$ cat config.mk
export PLATFORM = sky130hd
export DESIGN_NAME = exp_rom_loader_flat
export DESIGN_NICKNAME = d
export VERILOG_FILES = /design/src/rtl/exp_rom_loader_if.sv /design/src/rtl/exp_rom_loader.sv /design/src/flat_wrapper.sv
export SDC_FILE = /design/constraint.sdc
export NUM_CORES = 1
export LEC_CHECK = 0
export BUFFER_PORTS_ARGS = -buffer_cell sky130_fd_sc_hd__buf_2
export CAP_MARGIN = 15
export CELL_PAD_IN_SITES_DETAIL_PLACEMENT = 0
export CELL_PAD_IN_SITES_GLOBAL_PLACEMENT = 1
export CORE_MARGIN = 3
export CORE_UTILIZATION = 47
export DETAILED_ROUTE_END_ITERATION = 16
export PLACE_DENSITY = 0.77
export SYNTH_ARGS = -nofsm -noshare
export SYNTH_HDL_FRONTEND = slang
export SYNTH_SLANG_ARGS = --single-unit
$ cat constraint.sdc
create_clock -name clk_sys -period 15.2 [get_ports clk_sys]
set_input_delay 3.04 -clock clk_sys [delete_from_list [all_inputs] [get_ports clk_sys]]
set_output_delay 3.04 -clock clk_sys [all_outputs]
set_load 0.01 [all_outputs]
$ cat src/rtl/exp_rom_loader_if.sv
// ----------------------------------------------------------------------------
// exp_rom_loader_if
// Purpose : bundles the hps_io ioctl download stream and the SDRAM boot write
//           port that the ROM loader sits between.
// Signals :
//   ioctl_wr / ioctl_addr / ioctl_dout : byte strobe, file offset, data (host)
//   ioctl_wait                          : loader busy, host holds next strobe
//   mem_wr / mem_addr / mem_bank / mem_din : SDRAM write request (loader)
// Modports:
//   master : host / SDRAM side (drives ioctl_*, observes ioctl_wait and mem_*)
//   slave  : the loader
// Handshake: a byte is offered by a one-cycle ioctl_wr while ioctl_wait is low;
//   once accepted, ioctl_wait stays high until the byte is committed, and any
//   ioctl_wr seen in the meantime is ignored. mem_wr is a level request held
//   for whole ce_ref intervals with mem_addr/mem_bank/mem_din stable under it.
// ----------------------------------------------------------------------------
interface exp_rom_loader_if #(
  parameter int ADDR_W = 23,
  parameter int BANK_W = 1
);
  logic              ioctl_wr;
  logic [24:0]       ioctl_addr;
  logic [7:0]        ioctl_dout;
  logic              ioctl_wait;
  logic              mem_wr;
  logic [ADDR_W-1:0] mem_addr;
  logic [BANK_W-1:0] mem_bank;
  logic [7:0]        mem_din;

  modport master (
    output ioctl_wr, ioctl_addr, ioctl_dout,
    input  ioctl_wait, mem_wr, mem_addr, mem_bank, mem_din
  );

  modport slave (
    input  ioctl_wr, ioctl_addr, ioctl_dout,
    output ioctl_wait, mem_wr, mem_addr, mem_bank, mem_din
  );
endinterface

$ cat src/rtl/exp_rom_loader.sv
// ----------------------------------------------------------------------------
// exp_rom_loader
// Purpose : loads a downloaded expansion/firmware ROM file into SDRAM. Each
//           16 KB chunk of the file maps to one SDRAM page counted from a
//           per-download base page; every byte is paced onto ce_ref memory
//           slots and optionally replicated into all banks. A per-page bitmap
//           records which ROM-region pages hold data.
// Ports   :
//   clk_sys, reset      : clock, asynchronous active-high reset
//   ce_ref              : memory slot strobe (one clk_sys wide)
//   dl_start            : download start pulse; latches dl_page_base,
//                         dl_all_banks, dl_combo; aborts any byte in flight
//   bus (slave)         : ioctl download stream in, SDRAM write port out
//   map_clear           : clear the whole ROM-present bitmap
//   map_rd_page         : bitmap lookup index
//   map_rd_valid        : bitmap[map_rd_page], one cycle later
//   byte_count          : bytes committed since dl_start (saturating)
//   overflow            : sticky, a byte beyond MAX_CHUNKS was dropped
//   dbg_state           : current FSM state (IDLE=0, SLOT=1, WRITE=2)
// ----------------------------------------------------------------------------
module exp_rom_loader #(
  parameter int ADDR_W     = 23,
  parameter int PAGE_W     = 8,
  parameter int NBANKS     = 2,
  parameter int MAX_CHUNKS = 16,
  localparam int BANK_W    = (NBANKS > 1) ? $clog2(NBANKS) : 1
) (
  input  logic              clk_sys,
  input  logic              reset,
  input  logic              ce_ref,
  input  logic              dl_start,
  input  logic [PAGE_W:0]   dl_page_base,
  input  logic              dl_all_banks,
  input  logic              dl_combo,
  exp_rom_loader_if.slave   bus,
  input  logic              map_clear,
  input  logic [PAGE_W-1:0] map_rd_page,
  output logic              map_rd_valid,
  output logic [23:0]       byte_count,
  output logic              overflow,
  output logic [1:0]        dbg_state
);

  typedef enum logic [1:0] {
    S_IDLE  = 2'd0,
    S_SLOT  = 2'd1,
    S_WRITE = 2'd2
  } state_t;

  state_t              r_state;
  logic                r_wait;
  logic                r_mem_wr;
  logic [ADDR_W-1:0]   r_addr;
  logic [BANK_W-1:0]   r_bank;
  logic [7:0]          r_din;
  logic [PAGE_W:0]     r_base;
  logic                r_all_banks;
  logic                r_combo;
  logic [(2**PAGE_W)-1:0] r_bitmap;
  logic                r_map_rd_valid;
  logic [23:0]         r_byte_count;
  logic                r_overflow;

  logic [10:0]         w_chunk;
  logic                w_in_range;
  logic                w_region;
  logic [PAGE_W-1:0]   w_page;
  logic                w_last_bank;
  logic [PAGE_W-1:0]   w_commit_page;
  logic                w_commit_region;

  assign w_chunk    = bus.ioctl_addr[24:14];
  assign w_in_range = (w_chunk < 11'(MAX_CHUNKS));

  // Chunk-to-page mapping. The page adds modulo 2^PAGE_W; the region bit is
  // taken from the base and never receives a carry. In combo mode chunk 0
  // goes to the base page and later chunks fill the ROM region from page 0.
  always_comb begin
    w_region = r_base[PAGE_W];
    w_page   = r_base[PAGE_W-1:0] + PAGE_W'(w_chunk);
    if (r_combo && (w_chunk != 11'd0)) begin
      w_region = 1'b1;
      w_page   = PAGE_W'(w_chunk - 11'd1);
    end
  end

  // The page being committed is recovered from the held write address.
  assign w_commit_region = r_addr[ADDR_W-1];
  assign w_commit_page   = r_addr[ADDR_W-2:14];
  assign w_last_bank     = !r_all_banks || (r_bank == BANK_W'(NBANKS - 1));

  always_ff @(posedge clk_sys or posedge reset) begin
    if (reset) begin
      r_state        <= S_IDLE;
      r_wait         <= 1'b0;
      r_mem_wr       <= 1'b0;
      r_addr         <= '0;
      r_bank         <= '0;
      r_din          <= '0;
      r_base         <= '0;
      r_all_banks    <= 1'b0;
      r_combo        <= 1'b0;
      r_bitmap       <= '0;
      r_map_rd_valid <= 1'b0;
      r_byte_count   <= '0;
      r_overflow     <= 1'b0;
    end else begin
      r_map_rd_valid <= r_bitmap[map_rd_page];

      if (dl_start) begin
        // New download: drop any byte in flight, keep the bitmap.
        r_state      <= S_IDLE;
        r_mem_wr     <= 1'b0;
        r_wait       <= 1'b0;
        r_byte_count <= '0;
        r_overflow   <= 1'b0;
        r_base       <= dl_page_base;
        r_all_banks  <= dl_all_banks;
        r_combo      <= dl_combo;
      end else begin
        case (r_state)
          S_IDLE: begin
            if (bus.ioctl_wr) begin
              if (!w_in_range) begin
                r_overflow <= 1'b1;
              end else begin
                r_din   <= bus.ioctl_dout;
                r_addr  <= {w_region, w_page, bus.ioctl_addr[13:0]};
                r_bank  <= '0;
                r_wait  <= 1'b1;
                r_state <= S_SLOT;
              end
            end
          end
          S_SLOT: begin
            if (ce_ref) begin
              r_mem_wr <= 1'b1;
              r_state  <= S_WRITE;
            end
          end
          S_WRITE: begin
            if (ce_ref) begin
              if (!w_last_bank) begin
                r_bank <= r_bank + BANK_W'(1);
              end else begin
                r_mem_wr <= 1'b0;
                r_wait   <= 1'b0;
                r_state  <= S_IDLE;
                if (r_byte_count != 24'hFFFFFF) begin
                  r_byte_count <= r_byte_count + 24'd1;
                end
                if (w_commit_region) begin
                  r_bitmap[w_commit_page] <= 1'b1;
                end
              end
            end
          end
          default: r_state <= S_IDLE;
        endcase
      end

      // Placed last so a clear wins over a set landing in the same cycle.
      if (map_clear) begin
        r_bitmap <= '0;
      end
    end
  end

  assign bus.ioctl_wait = r_wait;
  assign bus.mem_wr     = r_mem_wr;
  assign bus.mem_addr   = r_addr;
  assign bus.mem_bank   = r_bank;
  assign bus.mem_din    = r_din;
  assign map_rd_valid   = r_map_rd_valid;
  assign byte_count     = r_byte_count;
  assign overflow       = r_overflow;
  assign dbg_state      = r_state;

endmodule

$ cat src/flat_wrapper.sv
// flat-port wrapper written by rule: the top's interface ports become plain ports
module exp_rom_loader_flat 
#(
  parameter int ADDR_W     = 23,
  parameter int PAGE_W     = 8,
  parameter int NBANKS     = 2,
  parameter int MAX_CHUNKS = 16,
  localparam int BANK_W    = (NBANKS > 1) ? $clog2(NBANKS) : 1
)
  (clk_sys, reset, ce_ref, dl_start, dl_page_base, dl_all_banks, dl_combo, map_clear, map_rd_page, map_rd_valid, byte_count, overflow, dbg_state, bus_ioctl_wr, bus_ioctl_addr, bus_ioctl_dout, bus_ioctl_wait, bus_mem_wr, bus_mem_addr, bus_mem_bank, bus_mem_din);
  exp_rom_loader_if #(.ADDR_W(ADDR_W), .BANK_W(1)) bus_i ();
  input  logic clk_sys;
  input  logic reset;
  input  logic ce_ref;
  input  logic dl_start;
  input  logic [PAGE_W:0] dl_page_base;
  input  logic dl_all_banks;
  input  logic dl_combo;
  input  logic map_clear;
  input  logic [PAGE_W-1:0] map_rd_page;
  output logic map_rd_valid;
  output logic [23:0] byte_count;
  output logic overflow;
  output logic [1:0] dbg_state;
  input wire logic [$bits(bus_i.ioctl_wr)-1:0] bus_ioctl_wr;
  input wire logic [$bits(bus_i.ioctl_addr)-1:0] bus_ioctl_addr;
  input wire logic [$bits(bus_i.ioctl_dout)-1:0] bus_ioctl_dout;
  output wire logic [$bits(bus_i.ioctl_wait)-1:0] bus_ioctl_wait;
  output wire logic [$bits(bus_i.mem_wr)-1:0] bus_mem_wr;
  output wire logic [$bits(bus_i.mem_addr)-1:0] bus_mem_addr;
  output wire logic [$bits(bus_i.mem_bank)-1:0] bus_mem_bank;
  output wire logic [$bits(bus_i.mem_din)-1:0] bus_mem_din;
  assign bus_i.ioctl_wr = bus_ioctl_wr;
  assign bus_i.ioctl_addr = bus_ioctl_addr;
  assign bus_i.ioctl_dout = bus_ioctl_dout;
  assign bus_ioctl_wait = bus_i.ioctl_wait;
  assign bus_mem_wr = bus_i.mem_wr;
  assign bus_mem_addr = bus_i.mem_addr;
  assign bus_mem_bank = bus_i.mem_bank;
  assign bus_mem_din = bus_i.mem_din;
  exp_rom_loader #(.ADDR_W(ADDR_W), .PAGE_W(PAGE_W), .NBANKS(NBANKS), .MAX_CHUNKS(MAX_CHUNKS)) u_core (.clk_sys(clk_sys), .reset(reset), .ce_ref(ce_ref), .dl_start(dl_start), .dl_page_base(dl_page_base), .dl_all_banks(dl_all_banks), .dl_combo(dl_combo), .bus(bus_i), .map_clear(map_clear), .map_rd_page(map_rd_page), .map_rd_valid(map_rd_valid), .byte_count(byte_count), .overflow(overflow), .dbg_state(dbg_state));
endmodule
==> flow_summary_export.csv, run 1 <==
group,metric,value,unit
status,outcome,"complete, no violations",
setup_path,rr_worst_depth,7,
synth,synth_nets,1554,
global_routing,grt_overflow,0,
routing,ant_nets,0,
layout,fin_area,17120,sq um
synth,synth_edf_count,0,
placement,dpl.hpwl,23420,um
timing,clock_skew,0.01518,ns
clock_tree,cts-resized-gates,0,
power,combPwrFrac,5.9,%
timing,max_freq,0.1776,GHz
power,p_total,1.951,mW
clock_tree,post_cts_buffers,0,
layout,finish.utilization,55.38,%
clock_tree,clock_path_buffers,3,
timing,hold_viol,0,
routing,firstDrtPassIters,5,
floorplan,fp.dieH,184.1,um
setup_path,worstPathRequired,15.60,ns
min_path,min_path_type,"reg -> reg",
timing,setup_violations,0,
timing,tns,0,ns
min_path,worst_hold_startpoint,"u_core.bus.mem_addr[9]",
power,netSwitchingPower,0.4534,mW
setup_path,timing.rr.end,"u_core.r_bitmap[251]",
synth,ys_ff_latch,329,
synth,yosysSeqAreaShare,55.24,%
clock_tree,clk_latency,0.52,ns
power,clockPowerShare,48.2,%
synth,async_flop_share,100.0,%
placement,post-place-ws,9.026,ns
setup_path,max_stage_delay,0.72,ns
setup_path,arrival,6.03,ns
clock_tree,cts_tree,"yes",
setup_path,start_kind,"input port",
setup_path,reg2reg_slack,12.53,ns
floorplan,coreArea,30910,sq um
synth,syn_area,14900,sq um
routing,num_vias,11420,
placement,post-place-cells,1921,
timing,min_period,5.629,ns
setup_path,critPathLaunch,"map_rd_page[0]",
layout,nNetsFinal,1634,
floorplan,die_area,33880,sq um
setup_path,slowest_stage,"buf_4",
timing,worst_slew_pin_slew,1.178,ns
routing,totalWireLength,38930,um
min_path,hold_path_end,"u_core.bus.mem_addr[9]",
layout,n_antenna_cell,0,
global_routing,antenna_found_initial,2,
power,pwr-share-seq,45.8,%
synth,synth_area_per_cell,10.03,sq um
floorplan,initial_utilization,48.21,%
routing,drt_iter0_markers,1041,
setup_path,path_common_cell,"buf_4",
placement,dpl-instance-area,15800,sq um
timing,setup_ws,9.571,ns
setup_path,crit_path_end_kind,"flop",
global_routing,grt_use_total,23.45,%
floorplan,pin_count,120,
power,p_leak,8.065,nW
synth,synthDistinctLibCells,58,
setup_path,cp_max_fo,45,
global_routing,grt_max_degree,190,
synth,synth_ff_type,"dfrtp_1",
clock_tree,cts_root_buf,"clkbuf_16",
power,ir_drop,0.06784,mV
global_routing,grt_pass1_wl,63490,um
layout,area_growth,14.87,%
timing,rsz0062_at_grt,"no",
floorplan,rows,64,
layout,fin_cells,1992,
setup_path,r2r-start,"u_core.dbg_state[0]",
routing,wire_per_inst,19.54,um
clock_tree,cts.sinks,329,
timing,finalCritPeriodShare,37.03,%
flow_run,drv_cap,0,
setup_path,crit_path_cell_trace,"buf_4 -> buf_4 -> mux4_1 -> mux2_2 -> a22oi_2 -> nand4_1 -> a41oi_1 -> a21oi_1 -> a211o_1",
layout,layout-drive-gt1-share,17.04,%
clock_tree,htreeDepth,2,
timing,holdWs,0.4651,ns
power,p_per_area,114.0,nW/um^2
power,switching_share,23.24,%
floorplan,die_w,184.1,um
min_path,hold_path_depth,2,
placement,port_buffers,119,
global_routing,grt_pass1_vias,11353,
clock_tree,cts_buffers,38,
timing,slew_headroom,21.21,%
power,power.internal,1.497,mW
clock_tree,path_clk_slew,0.06,ns
routing,drcViolationCount,0,
setup_path,worstSetupPathType,"in -> reg",
timing,drv_slew,0,
synth,yosysWarnings,0,
routing,vias_per_cell,5.733,
placement,place_congestion,0.8061,
clock_tree,ctsHoldBuffers,0,
synth,synth_cells,1486,
[flip-flops by register name, summed over array words and instances (netlist names), 2 cells and up]
name / cells
u_core.bus.mem_addr: 23
u_core.bus.mem_din: 8
u_core.r_bitmap: 256
u_core.r_base: 9
u_core.dbg_state: 2
u_core.byte_count: 24
[layout by cell type (no fill, tap or decap), drive strengths merged, types with 7 or more instances in the layout]
| cell | n |
|---|---|
| a21oi | 272 |
| a22oi | 7 |
| a31oi | 7 |
| buf | 143 |
| clkbuf | 53 |
| clkinv | 8 |
| dfrtp | 329 |
| ha | 9 |
| inv | 17 |
| mux2 | 13 |
| mux2i | 62 |
| mux4 | 36 |
| nand2 | 109 |
| nand2b | 10 |
| nand3 | 14 |
| nand3b | 7 |
| nand4 | 8 |
| nor2 | 316 |
| nor2b | 7 |
| nor3 | 23 |
| nor4 | 11 |
| o21ai | 26 |
| o22ai | 28 |
| or3 | 7 |
| xnor2 | 12 |
| xor2 | 13 |
[power by group through the flow]
| stage | clock [mW] | combinational [mW] | sequential [mW] |
|---|---|---|---|
| 2_1_floorplan | 0 | 0.0821 | 0.908 |
| 3_3_place_gp | 0 | 0.118 | 0.909 |
| 3_5_place_dp | 0 | 0.118 | 0.909 |
| 4_1_cts | 0.960 | 0.118 | 0.894 |
| 5_1_grt | 1.00 | 0.131 | 0.895 |
| 6_report | 0.941 | 0.116 | 0.894 |
[worst max-delay path: cells and delay by family]
| family | cells | cell delay (ns) |
|---|---|---|
| mux | 2 | 0.92 |
| compound gates | 4 | 0.84 |
| buf+inv | 2 | 1.07 |
| simple gates | 1 | 0.14 |
[how the worst max path moves through the flow]
| stage | endpoint |
|---|---|
| 3_5_place_dp | u_core.map_rd_valid |
| 4_1_cts | u_core.map_rd_valid |
| 2_1_floorplan | u_core.bus.ioctl_wait |
| 5_1_grt | u_core.map_rd_valid |
| 6_report | u_core.map_rd_valid |
| 3_3_place_gp | u_core.map_rd_valid |
[metal layers]
| metal | vias to the layer above | GRT usage (%) | share of wire, % |
|---|---|---|---|
| met4 | 4 | 5.594 | 1.8 |
| met2 | 381 | 36.11 | 45 |
| met1 | 5655 | 33.84 | 46 |
| met3 | 56 | 5.837 | 7.0 |
| li1 | 5324 | - | - |
| met5 | - | 0 | 0.064 |
[Yosys cell counts, types with 2 or more instances]
master	count	area share, %
buf_6	3	0.23
and2_1	3	0.13
xnor2_1	12	0.71
nand2b_1	10	0.42
mux2i_1	62	4.2
nor3_1	23	0.77
mux2_2	13	0.98
inv_1	15	0.38
nand4_1	8	0.34
nand3_1	14	0.47
nand2_1	109	2.7
dfrtp_1	329	55
nand3b_1	7	0.35
a22oi_1	6	0.30
ha_1	9	0.76
buf_4	7	0.35
a31oi_1	7	0.29
nor4_1	10	0.42
mux4_2	30	4.5
or3_1	7	0.29
o22ai_1	28	1.2
xor2_1	13	0.76
mux4_1	6	1.1
o31ai_1	2	0.10
a22o_1	2	0.12
nor2b_1	7	0.29
nor4b_1	2	0.12
o21ai_0	26	0.87
a21oi_1	272	9.1
or2_2	2	0.084
and4_1	2	0.12
nor3b_1	4	0.20
or4_1	6	0.30
a211oi_1	2	0.10
nor2_1	316	8.0
and3_1	3	0.13
buf_2	8	0.27
clkbuf_1	81	2.0
[layout make-up]
type | count | area [sq um]
Inverter | 15 | 63.81
Tap cell | 396 | 495.5
Clock inverter | 17 | 211.5
Clock buffer | 53 | 1097
Timing Repair Buffer | 143 | 803.3
Multi-Input combinational cell | 1039 | 6215
Sequential cell | 329 | 8233
Fill cell | 2838 | 13790
[cells by family (layout without fill, tap and decap cells)]
| group | Yosys count | count (layout) | synth area share [%] |
|---|---|---|---|
| AND/OR/NAND/NOR | 538 | 538 | 15.45 |
| AO/OA/AOI/OAI | 355 | 355 | 12.70 |
| flip-flops | 329 | 329 | 55.24 |
| buffers and inverters | 118 | 228 | 3.509 |
| multiplexers | 111 | 111 | 10.74 |
| XOR/XNOR | 25 | 25 | 1.469 |
| adder cells (fa/ha/maj) | 10 | 10 | 0.8900 |
No activity file was read; power rests on OpenSTA's default activity.
==> run 2, diff against run 1 <==
ABC_AREA = 1   (was not set)
CORE_UTILIZATION = 45   (was 47)
clock period = 5.4 ns   (was 15.2 ns; I/O delays follow)
==> flow_summary_export.csv, run 2 <==
group,metric,value,unit
status,outcome,"complete, no violations",
synth,synth_cells,1984,
clock_tree,cts_tree,"yes",
timing,rsz0062_at_grt,"no",
floorplan,rows,68,
placement,port_buffers,119,
synth,async_flop_share,100.0,%
layout,final_common_cell,"nand2_1",
synth,synth_fa_ha_area_share,0.8312,%
timing,clock_skew,0.01641,ns
clock_tree,cts.sinks,329,
synth,yosysTopAreaCell,"dfrtp_1",
setup_path,start_kind,"input port",
layout,nFillCells,3382,
floorplan,pin_count,120,
layout,nNetsFinal,2100,
min_path,min_path_type,"reg -> reg",
timing,slew_headroom,21.05,%
global_routing,grt_pass1_vias,14015,
synth,synth_edf_count,0,
floorplan,fp.dieH,194.3,um
timing,min_period,3.006,ns
routing,vias_per_cell,5.678,
clock_tree,post_cts_buffers,0,
synth,synth_nets,2052,
synth,synth_area_per_cell,8.043,sq um
clock_tree,htreeDepth,2,
routing,drcViolationCount,0,
timing,tns,0,ns
synth,yosysSeqAreaShare,51.60,%
global_routing,grt_use_total,25.59,%
power,p_per_area,308.0,nW/um^2
timing,setup_violations,0,
synth,synthMuxAreaShare,0,%
synth,synth.most_common_cell,"nand2_1",
layout,largest_reg_flops,256,
setup_path,arrival,3.45,ns
setup_path,crit_path_end_kind,"flop",
floorplan,die_area,37750,sq um
setup_path,cp_max_fo,58,
placement,dpl.hpwl,27740,um
clock_tree,path_clk_slew,0.06,ns
synth,yosysWarnings,0,
synth,yosys.area.top_type_share,51.60,%
power,p_leak,8.462,nW
timing,finalCritPeriodShare,55.66,%
floorplan,coreArea,34710,sq um
floorplan,initial_utilization,45.97,%
clock_tree,clock_path_buffers,3,
layout,n_antenna_cell,0,
floorplan,die_w,194.3,um
routing,ant_nets,0,
synth,synthXorXnorAreaFrac,0.6038,%
power,ir_drop,0.2046,mV
synth,synthTopCellsByArea,"dfrtp_1 52%, nand2_1 11%, nand3_1 8.4%, nor2_1 7.5%, a31oi_1 7.1%",
synth,synth_compound_area_share,12.03,%
synth,syn_area,15960,sq um
synth,ys_ff_latch,329,
setup_path,worstSetupPathType,"in -> reg",
clock_tree,ctsHoldBuffers,0,
routing,totalWireLength,48310,um
synth,synth_common_cells,"452 x nand2_1, 329 x dfrtp_1, 319 x nor2_1, 269 x nand3_1, 180 x a31oi_1",
global_routing,grt_pass1_wl,78820,um
timing,worst_slew_pin_slew,1.180,ns
flow_run,drv_cap,0,
timing,hold_viol,0,
placement,place_congestion,0.8328,
routing,drt_iter0_markers,1465,
clock_tree,cts_buffers,38,
global_routing,antenna_found_initial,0,
global_routing,grt_overflow,0,
routing,num_vias,14263,
timing,holdWs,0.4675,ns
clock_tree,clk_latency,0.53,ns
timing,drv_slew,0,
layout,area_growth,12.86,%
clock_tree,cts-resized-gates,0,
layout,regMostFlops,"u_core.r_bitmap",
global_routing,grt_max_degree,136,
synth,synth_top_family_by_area,"simple AND/OR/NAND/NOR gates",
synth,synth_ff_type,"dfrtp_1",
synth,synthDistinctLibCells,38,
routing,firstDrtPassIters,6,
clock_tree,cts_root_buf,"clkbuf_16",
layout,layout-drive-gt1-share,12.11,%
synth,synth_simple_gate_area_share,28.77,%
layout,final_cell_mix,"452 x nand2_1, 329 x dfrtp_1, 313 x nor2_1, 269 x nand3_1, 180 x a31oi_1",
setup_path,worstPathRequired,5.85,ns
timing,max_freq,0.3327,GHz
routing,wire_per_inst,19.23,um
==> run 2: cell types whose count changed after synthesis, moves of 9 or more <==
cell	before	now
a21oi_1	272	99
a31oi_1	7	180
buf_2	8	43
inv_1	15	66
inv_2	0	10
mux2_2	13	0
mux2i_1	62	0
mux4_2	30	0
nand2_1	109	452
nand2b_1	10	0
nand3_1	14	269
nor3_1	23	13
nor4_1	10	1
o22ai_1	28	3
==> run 2: area by class of cell <==
| type | instances | area [sq um] | area share, % |
|---|---|---|---|
| Inverter | 76 | 294.0 | 1.633 |
| Clock buffer | 53 | 1119 | 6.211 |
| Timing Repair Buffer | 153 | 925.9 | 5.141 |
| Sequential cell | 329 | 8233 | 45.72 |
| Multi-Input combinational cell | 1434 | 6754 | 37.50 |
| Tap cell | 455 | 569.3 | 3.161 |
| Clock inverter | 12 | 113.9 | 0.6323 |
==> run 2: logic make-up after synthesis <==
family,count (synthesis)
adder cells (fa/ha/maj),10
XOR/XNOR,11
flip-flops,329
AND/OR/NAND/NOR,1083
AO/OA/AOI/OAI,330
buffers and inverters,221
==> run 2: worst max-delay path: stages <==
cell and delay, ns:
buf_2 0.30, inv_2 0.46, nand4_4 0.34, inv_4 0.32, buf_4 0.59, a31oi_1 0.17, nor2_1 0.14
==> run 2: per-layer routing <==
| metal | global-route usage, % | routed length (um) |
|---|---|---|
| met5 | 0 | 0 |
| met3 | 3.761 | 3002 |
| met2 | 40.77 | 22140 |
| met4 | 5.612 | 887 |
| met1 | 37.46 | 22270 |
==> run 2: path summary, 6_finish.rpt <==
kind	startpoint	end	slack, ns	depth (start not counted)
setup / recovery	dl_start	u_core.r_bitmap[217]	2.39	7
hold / removal	u_core.bus.mem_addr[0]	u_core.bus.mem_addr[0]	0.47	2
setup reg to reg	u_core.byte_count[0]	u_core.byte_count[0]	2.96	10
hold reg to reg	u_core.bus.mem_addr[0]	u_core.bus.mem_addr[0]	0.47	2
max in group asynchronous	reset	u_core.r_bitmap[81]	3.70	3
min in group asynchronous	reset	u_core.r_bitmap[127]	0.58	2
==> run 2: report_power, final <==
part	internal (mW)	switching [mW]	total, mW	leakage, nW
Sequential	2.49	0.0187	2.51	4.54
Combinational	0.123	0.364	0.488	3.30
Clock	1.53	1.02	2.55	0.619
==> run 2: stage by stage <==
stage | area (sq um) | utilization (%) | setup slack, ns | cells | total power [mW]
finish | 18010 | 51.88 | 2.394 | 2512 | 5.547
global route | 18010 | 51.88 | 2.186 | 2512 | 5.775
CTS | 17980 | 51.80 | 2.417 | 2509 | 5.609
detailed placement | 16750 | 48.25 | 1.855 | 2444 | 3.042
global placement | 16740 | 48.23 | 1.930 | 2443 | 3.044
floorplan | 15960 | - | -0.07268 | 1984 | 2.868
